$ cat src/rtl/instr_perf_pkg.sv
// Shared definitions for the instruction performance-counter controller:
// RV32 opcodes, class enumeration and the opcode-to-class mapping.
package instr_perf_pkg;

  localparam int NUM_CLS = 10;
  localparam int IDX_W   = 4;

  localparam logic [6:0] OP_R      = 7'b0110011;
  localparam logic [6:0] OP_IALU   = 7'b0010011;
  localparam logic [6:0] OP_STORE  = 7'b0100011;
  localparam logic [6:0] OP_LOAD   = 7'b0000011;
  localparam logic [6:0] OP_BRANCH = 7'b1100011;
  localparam logic [6:0] OP_LUI    = 7'b0110111;
  localparam logic [6:0] OP_AUIPC  = 7'b0010111;
  localparam logic [6:0] OP_JAL    = 7'b1101111;
  localparam logic [6:0] OP_JALR   = 7'b1100111;

  typedef enum logic [IDX_W-1:0] {
    CLS_R      = 4'd0,
    CLS_IALU   = 4'd1,
    CLS_STORE  = 4'd2,
    CLS_LOAD   = 4'd3,
    CLS_BRANCH = 4'd4,
    CLS_LUI    = 4'd5,
    CLS_AUIPC  = 4'd6,
    CLS_JAL    = 4'd7,
    CLS_JALR   = 4'd8,
    CLS_OTHER  = 4'd9
  } cls_e;

  typedef enum logic {
    ST_IDLE,
    ST_SEND
  } state_e;

  function automatic cls_e cls_of(input logic [6:0] opcode);
    cls_e c;
    case (opcode)
      OP_R:      c = CLS_R;
      OP_IALU:   c = CLS_IALU;
      OP_STORE:  c = CLS_STORE;
      OP_LOAD:   c = CLS_LOAD;
      OP_BRANCH: c = CLS_BRANCH;
      OP_LUI:    c = CLS_LUI;
      OP_AUIPC:  c = CLS_AUIPC;
      OP_JAL:    c = CLS_JAL;
      OP_JALR:   c = CLS_JALR;
      default:   c = CLS_OTHER;
    endcase
    return c;
  endfunction

endpackage

$ cat src/rtl/instr_class_decode.sv
// Combinational opcode classifier: exactly one bit of o_onehot is set.
module instr_class_decode
  import instr_perf_pkg::*;
(
  input  logic [6:0]         i_opcode,
  output logic [NUM_CLS-1:0] o_onehot
);

  always_comb begin
    o_onehot = '0;
    o_onehot[int'(cls_of(i_opcode))] = 1'b1;
  end

endmodule

$ cat src/rtl/instr_perf_ctrl.sv
// Per-class saturating retire counters with snapshot-and-stream readout
// over a valid/ready port.
module instr_perf_ctrl
  import instr_perf_pkg::*;
#(
  parameter int INSTR_W = 32,
  parameter int CNT_W   = 17
) (
  input  logic               clk,
  input  logic               rst_n,
  input  logic               instr_valid,
  input  logic [INSTR_W-1:0] instr,
  input  logic               ctrlf,
  input  logic               cnt_en,
  input  logic               clear,
  input  logic               dump_req,
  input  logic               dump_clr,
  output logic               out_valid,
  input  logic               out_ready,
  output logic [IDX_W-1:0]   out_idx,
  output logic [CNT_W-1:0]   out_data,
  output logic               out_ovf,
  output logic               out_last,
  output logic               busy,
  output logic               done
);

  logic [NUM_CLS-1:0] w_hit;
  logic [NUM_CLS-1:0] w_inc;
  logic               w_event;
  logic               w_accept;
  logic               w_hs;
  logic               w_unused_instr;

  logic [CNT_W-1:0]   r_cnt      [NUM_CLS];
  logic [NUM_CLS-1:0] r_ovf;
  logic [CNT_W-1:0]   r_snap_cnt [NUM_CLS];
  logic [NUM_CLS-1:0] r_snap_ovf;
  logic [IDX_W-1:0]   r_idx;
  logic               r_done;
  state_e             r_state;
  state_e             w_state_nxt;

  assign w_unused_instr = ^instr[INSTR_W-1:7];

  instr_class_decode u_decode (
    .i_opcode (instr[6:0]),
    .o_onehot (w_hit)
  );

  assign w_event  = instr_valid & ~ctrlf & cnt_en;
  assign w_inc    = w_event ? w_hit : '0;
  assign w_accept = (r_state == ST_IDLE) & dump_req;

  assign out_valid = (r_state == ST_SEND);
  assign busy      = (r_state != ST_IDLE);
  assign out_idx   = r_idx;
  assign out_data  = r_snap_cnt[r_idx];
  assign out_ovf   = r_snap_ovf[r_idx];
  assign out_last  = (r_idx == IDX_W'(NUM_CLS - 1));
  assign done      = r_done;
  assign w_hs      = out_valid & out_ready;

  always_comb begin
    w_state_nxt = r_state;
    case (r_state)
      ST_IDLE: if (dump_req)            w_state_nxt = ST_SEND;
      ST_SEND: if (out_ready & out_last) w_state_nxt = ST_IDLE;
      default:                          w_state_nxt = ST_IDLE;
    endcase
  end

  always_ff @(posedge clk or negedge rst_n) begin
    if (!rst_n) begin
      r_state <= ST_IDLE;
      r_idx   <= '0;
      r_done  <= 1'b0;
    end else begin
      r_state <= w_state_nxt;
      r_done  <= w_hs & out_last;
      if (w_accept)  r_idx <= '0;
      else if (w_hs) r_idx <= r_idx + IDX_W'(1);
    end
  end

  // Snapshot takes pre-edge values; dump_clr restarts each counter at the
  // same-cycle event so nothing is lost or double-counted across the dump.
  always_ff @(posedge clk or negedge rst_n) begin
    if (!rst_n) begin
      for (int unsigned i = 0; i < NUM_CLS; i++) begin
        r_cnt[i]      <= '0;
        r_snap_cnt[i] <= '0;
      end
      r_ovf      <= '0;
      r_snap_ovf <= '0;
    end else begin
      if (w_accept) begin
        for (int unsigned i = 0; i < NUM_CLS; i++) r_snap_cnt[i] <= r_cnt[i];
        r_snap_ovf <= r_ovf;
      end
      for (int unsigned i = 0; i < NUM_CLS; i++) begin
        if (clear) begin
          r_cnt[i] <= '0;
          r_ovf[i] <= 1'b0;
        end else if (w_accept & dump_clr) begin
          r_cnt[i] <= CNT_W'(w_inc[i]);
          r_ovf[i] <= 1'b0;
        end else if (w_inc[i]) begin
          if (r_cnt[i] == '1) r_ovf[i] <= 1'b1;
          else                r_cnt[i] <= r_cnt[i] + CNT_W'(1);
        end
      end
    end
  end

endmodule

$ cat config.mk
export PLATFORM = sky130hd
export DESIGN_NAME = instr_perf_ctrl
export DESIGN_NICKNAME = d
export VERILOG_FILES = /design/src/rtl/instr_perf_pkg.sv /design/src/rtl/instr_class_decode.sv /design/src/rtl/instr_perf_ctrl.sv
export SDC_FILE = /design/constraint.sdc
export NUM_CORES = 1
export LEC_CHECK = 0
export ABC_AREA = 0
export BUFFER_PORTS_ARGS = -buffer_cell sky130_fd_sc_hd__buf_4
export CAP_MARGIN = 20
export CORE_MARGIN = 1.5
export CORE_UTILIZATION = 25
export DETAILED_ROUTE_END_ITERATION = 10
export HOLD_SLACK_MARGIN = 0.06
export SLEW_MARGIN = 5
export SYNTH_ARGS = -nofsm -noshare
export SYNTH_HDL_FRONTEND = slang
export SYNTH_SLANG_ARGS = --single-unit
$ cat constraint.sdc
create_clock -name clk -period 2.5 [get_ports clk]
set_input_delay 0.5 -clock clk [delete_from_list [all_inputs] [get_ports clk]]
set_output_delay 0.5 -clock clk [all_outputs]
set_load 0.02 [all_outputs]
Word level (Yosys, flattened, before mapping). Cells that the tools add are included.

$add $sub $neg: 11. $mul: 0. Divide/modulo/power cells: 0. Magnitude comparators: 4. Eq/ne operators: 30. Shift operators: 0. Mux-type cells: 94. Bitwise operators: 10. Reduce and logical (&&, ||, !) cells: 42.

Operators with widths (count): 17-bit two-way mux (42); 17-bit by 1-bit adder with 17-bit output (second input constant) (10); 17-bit equality test (second input constant) (10); 17-bit binary-select mux with 4-bit select (1); 3-bit nonzero test (20); 1-bit two-way mux (44); 2-bit AND reduction (20); 4-bit one-hot mux with 9 select lines (1); 7-bit by 6-bit equality test with 1-bit output (second input constant) (3); 7-bit equality test (second input constant) (3); 3-bit by 2-bit inequality test with 1-bit output (second input constant) (6); 7-bit by 5-bit equality test with 1-bit output (second input constant) (2); 3-bit inequality test (second input constant) (4); 4-bit by 5-bit less-than comparator with 1-bit output (second input constant) (2); 10-bit two-way mux (1); 4-bit two-way mux (2); 1-bit AND (7); 7-bit by 2-bit equality test with 1-bit output (second input constant) (1); 5-bit >= comparator (second input constant) (1); 4-bit inverter with 5-bit output (1); 4-bit by 1-bit adder with 4-bit output (second input constant) (1); 1-bit binary-select mux with 4-bit select (1); 1-bit demux with 4-bit select (1); 4-bit equality test (second input constant) (1); 5 further kinds (6).

Register bits: 366. Bits in latches: 0. Bits in writable memories: 0. Memory bits (read-only): 0. Bits of input ports: 41. Output and inout port bits: 26. Memories kept: 0.

Logic depth before layout (Yosys ltp).
Word-level depth: 10. Gate-level depth with buffers: 12.

Cells and area by module. A second synthesis with hierarchy kept.

Cells, all modules: 1959. Area total of the unflattened synthesis: 17992.3 sq um.

Modules (own cells, without submodules): instr_perf_ctrl (times used 1, cells an instance 1936, area each 17854.6 sq um); instr_class_decode (times used 1, cells an instance 23, area each 137.6 sq um).

Least setup slack after synthesis. Ideal clock, no wire load.

Kind: register to output. Start: register r_idx[0] (netlist: out_idx[0]). End: output port out_data[0]. Data arrival time: 2.330 ns. Setup slack: -0.330 ns. Stages on the path, launching flop included: 6. Path through: dfrtp_1 > buf_2 > clkbuf_1 > buf_1 > mux2i_1 > o22ai_1.

Longest elaborated chain between the ends: 4.

Ends and longest elaborated chain: start: declaration (line instr_perf_ctrl.sv:39) `logic [IDX_W-1:0] r_idx;`; start signal: assignment (line instr_perf_ctrl.sv:82) `else if (w_hs) r_idx <= r_idx + IDX_W'(1);`; 4-bit inverter with 5-bit output (implied by the code) (line instr_perf_ctrl.sv:58) `assign out_data = r_snap_cnt[r_idx];`; 17-bit binary-select mux with 4-bit select (line instr_perf_ctrl.sv:58); 17-bit two-way mux (implied by the code) (2 in a row) (line instr_perf_ctrl.sv:58); end: declaration (line instr_perf_ctrl.sv:21) `output logic [CNT_W-1:0] out_data,`.

Every way passes these cells. The select of a mux whose other input is x is not followed.

Final worst setup path.
Start: register r_idx[0] (netlist: out_idx[0]). End: output port out_data[16].

The elaborated chain is that of the path after synthesis.

==> metrics.log <==
INFO  metric status = finished with violations
INFO  metric violations = negative setup slack
INFO  metric vdd_ir_drop_max = 0.475 mV
INFO  metric critical_path.top_delay_family = multiplexers
INFO  metric critical_path.max_stage_delay = 0.56 ns
INFO  metric clock-skew-final = 0.0145 ns
INFO  metric actual_transition_at_the_worst_max_transition_pin = 0.838 ns
INFO  metric detail_route.drc_violations = 0
INFO  metric yosysWarningCount = 0
INFO  metric netlist_instances = 1,945
INFO  metric cts_root_buffer = sky130_fd_sc_hd__clkbuf_16
INFO  metric timing.critical_path.cells = buf_12 -> mux4_2 -> mux2i_1 -> buf_4 -> o22ai_2 -> buf_6
INFO  metric max_cap_viol_count = 0
INFO  metric dpl-instance-area = 21,600 um^2
INFO  metric cts.clk_slew.worst_paths = 0.06 ns
INFO  metric areaGrowthSynthToFinish = 29.9%
INFO  metric post_synth_most_frequent_cells = 566 x sky130_fd_sc_hd__nand2_1, 366 x sky130_fd_sc_hd__dfrtp_1, 132 x sky130_fd_sc_hd__nor2_1, 94 x sky130_fd_sc_hd__clkbuf_1, 72 x sky130_fd_sc_hd__a21oi_1
INFO  metric antenna_cells = 0
INFO  metric worstHoldPathType = in2reg
INFO  metric floorplan.io_pins = 67
INFO  metric postSynthAreaPerCell = 9.33 um^2
INFO  metric cp.arrival = 2.46 ns
INFO  metric r2r_cells = 10
INFO  metric finalHoldViolCount = 0
INFO  metric cp.required = 2.00 ns
INFO  metric synth_edf_count = 0
INFO  metric max-slew-margin-rel = 0.438
INFO  metric share_of_final_layout_standard_cells_stronger_than_drive_strength_1 = 0.236
INFO  metric clock_power_share = 0.396
INFO  metric clock-sinks = 366
INFO  metric via_per_inst = 4.86
INFO  metric largest_net_degree_at_the_start_of_global_routing = 83
INFO  metric setup.worst_path.start_class = register
INFO  metric cts.htree.levels = 2
INFO  metric synth_cell_types = 68
INFO  metric cts_buffer_depth = 3
INFO  metric part_of_the_total_power_dissipated_in_combinational_logic = 0.182
INFO  metric synth-seq-area-share = 0.505
INFO  metric routed_length_per_instance = 17.7 um
INFO  metric hold-path-cell-count = 3
INFO  metric worst_slack = -0.464 ns
INFO  metric cts_made_buffers = 40
INFO  metric slew_viol_final = 0
INFO  metric multi_input_area = 8970 um^2
INFO  metric timing.critical_path.depth = 6
INFO  metric power_leakage = 0.0109 uW
INFO  metric cpMaxStageDelayCell = sky130_fd_sc_hd__mux4_2
INFO  metric vias = 15,500
INFO  metric die-area = 74,200 um^2
INFO  metric grt_antenna_before_repair = 1
INFO  metric detailedRoute.firstIterationViolations = 1,274
INFO  metric fp.dieW = 272 um
INFO  metric rsz0062_at_grt = true
INFO  metric synth_top_cell_by_area = sky130_fd_sc_hd__dfrtp_1
INFO  metric synth_top_cells_by_area = sky130_fd_sc_hd__dfrtp_1 50%, sky130_fd_sc_hd__nand2_1 12%, sky130_fd_sc_hd__mux4_2 4.5%, sky130_fd_sc_hd__nor2_1 2.7%, sky130_fd_sc_hd__mux2i_1 2.4%
INFO  metric timing.final.setup_violations = 19
INFO  metric timing.critical_path.buf_inv = 3
INFO  metric p_int = 10,800 uW
INFO  metric power.density_cell_area = 640 nW/um^2
INFO  metric finalInstanceArea = 23,600 um^2
INFO  metric synth-main-ff-cell = sky130_fd_sc_hd__dfrtp_1
INFO  metric syn_area = 18,200 um^2
INFO  metric seqCellArea = 9160 um^2
INFO  metric start_util = 0.253
INFO  metric switching_part_of_the_total_power = 0.285
INFO  metric number_of_synthesized_register_bits = 366
INFO  metric tritoncts = built
INFO  metric grt_pass1_wl = 87,400 um
INFO  metric port_buffers = 41
INFO  metric finalHoldWorstSlack = 0.228 ns
INFO  metric placement_rows = 98
INFO  metric ys_async_sr_fraction = 1.00
INFO  metric clock.fmax = 337 MHz
INFO  metric crit_fanout = 8
INFO  metric die-height = 272 um
INFO  metric global_route.usage.total = 0.150
INFO  metric net-switching-power = 4300 uW
INFO  metric first_global_vias = 15,200
INFO  metric post-dp-hpwl = 40,700 um
INFO  metric synth_top_area_share = 0.505
INFO  metric yosys.cell_count.top_type = sky130_fd_sc_hd__nand2_1
INFO  metric routed_wire_length = 56,500 um
INFO  metric type_of_element_capturing_the_critical_path = output port
INFO  metric drt-pass1-iter-count = 7
INFO  metric fillers = 7,342
INFO  metric post-route-period-util = 1.19
INFO  metric finalWeightedCongestion = 0.901
INFO  metric sequential_share_of_power = 0.421
INFO  metric fin_crit = 2.96 ns
INFO  metric grt_overflow = 0
INFO  metric core-area = 71,700 um^2
INFO  metric antenna_violating_nets_post_route = 0
INFO  metric syn-num-nets = 2,008
INFO  metric net_count_reported_at_finish = 2,280
INFO  metric path_class = reg2out
INFO  metric clkLatencyLatePin = 0.56 ns
==> layout make-up <==
class                   count  share of cell area
repair buffers            336               0.120
well taps                 950              0.0504
multi-input cells        1442               0.381
clock inverters            10             0.00467
inverters                  31             0.00494
clock buffers              57              0.0503
flip-flops and latches    366               0.389
==> final timing paths <==
| check | start | slack [ns] | to |
|---|---|---|---|
| max | out_idx[0]$_DFFE_PN0P_ | -0.46 | out_data[16] |
| min | dump_req | 0.23 | busy$_DFF_PN0_ |
| max reg2reg | r_cnt[136]$_DFFE_PN0P_ | -0.01 | r_cnt[149]$_DFFE_PN0P_ |
| min reg2reg | r_snap_cnt[35]$_DFFE_PN0P_ | 0.47 | r_snap_cnt[35]$_DFFE_PN0P_ |
| max in group asynchronous | rst_n | 1.25 | out_idx[0]$_DFFE_PN0P_ |
| min in group asynchronous | rst_n | 0.51 | r_cnt[65]$_DFFE_PN0P_ |
==> power by group through the flow <==
stage,sequential [uW],combinational [uW],clock (uW)
floorplan,6420,1420,0
global route,6360,2960,6350
finish,6350,2750,5980
detailed placement,6450,2630,0
CTS,6350,2750,6090
global placement,6440,2620,0
==> routing by layer <==
layer	vias up	wire length [um]	global-route usage
met5	-	27	0
met4	4	1820	0.0497
met3	114	3640	0.0304
met2	403	25100	0.232
met1	7659	25900	0.209
li1	7335	-	-
==> what timing repair did <==
action,in CTS,in global routing
hold endpoints to repair,38,0
pin swaps,11,33
hold buffers,1,0
endpoints found under the setup margin,50,91
buffers inserted,7,12
resized for setup,33,82
gates cloned,0,0
==> flip-flops by register name, indices dropped and copies added, names as in the netlist <==
signal / count
busy: 1
r_snap_cnt: 170
done: 1
r_ovf: 10
r_cnt: 170
r_snap_ovf: 10
out_idx: 4
==> worst reg2reg max path: cells and delay by family, from the launching register on <==
family / cells / cell delay [ns]
AOI/OAI and AO/OA: 1 / 0.14
DFF: 1 / 0.39
adders and majority gates: 2 / 0.40
and+or+nand+nor: 7 / 1.50
==> metrics by stage <==
| stage | total power (uW) | setup slack, ns | instances | TNS (ns) | utilization |
|---|---|---|---|---|---|
| 3_3_place_gp | 9060 | -0.178 | 3108 | -5.48 | 0.301 |
| 6_report | 15100 | -0.464 | 3192 | -7.84 | 0.329 |
| 2_1_floorplan | 7840 | -0.191 | 1945 | -0.689 | - |
| 4_1_cts | 15200 | -0.494 | 3180 | -8.32 | 0.322 |
| 3_5_place_dp | 9080 | -0.193 | 3108 | -6.26 | 0.301 |
| 5_1_grt | 15700 | -0.526 | 3192 | -9.28 | 0.329 |
==> cell families (layout without fill, tap and decap cells) <==
logic type      count (synthesis)  in the layout  synth area share
fa+ha+maj                      22             22            0.0152
compound gates                251            251            0.0885
mux                            80             80            0.0690
flops                         366            366             0.505
simple gates                 1014           1014             0.257
xor+xnor                       75             75            0.0362
buf+inv                       137            434            0.0294
==> placed cells by master, fill, tap and decap left out, types with 15 or more instances in the layout <==
master and instances:
sky130_fd_sc_hd__nand2_1 564, sky130_fd_sc_hd__dfrtp_1 364, sky130_fd_sc_hd__buf_4 300, sky130_fd_sc_hd__nor2_1 128
sky130_fd_sc_hd__a21oi_1 70, sky130_fd_sc_hd__o21ai_0 64, sky130_fd_sc_hd__nand3_1 58, sky130_fd_sc_hd__nand4_1 45
sky130_fd_sc_hd__clkbuf_16 41, sky130_fd_sc_hd__xnor2_1 40, sky130_fd_sc_hd__mux4_2 36, sky130_fd_sc_hd__mux2i_1 33
sky130_fd_sc_hd__xor2_1 32, sky130_fd_sc_hd__inv_1 31, sky130_fd_sc_hd__or3_1 31, sky130_fd_sc_hd__nor4_1 22
sky130_fd_sc_hd__buf_12 20, sky130_fd_sc_hd__or4_1 19, sky130_fd_sc_hd__nor3_1 16, sky130_fd_sc_hd__and3_1 15
Power figures use the tool's default switching activity.
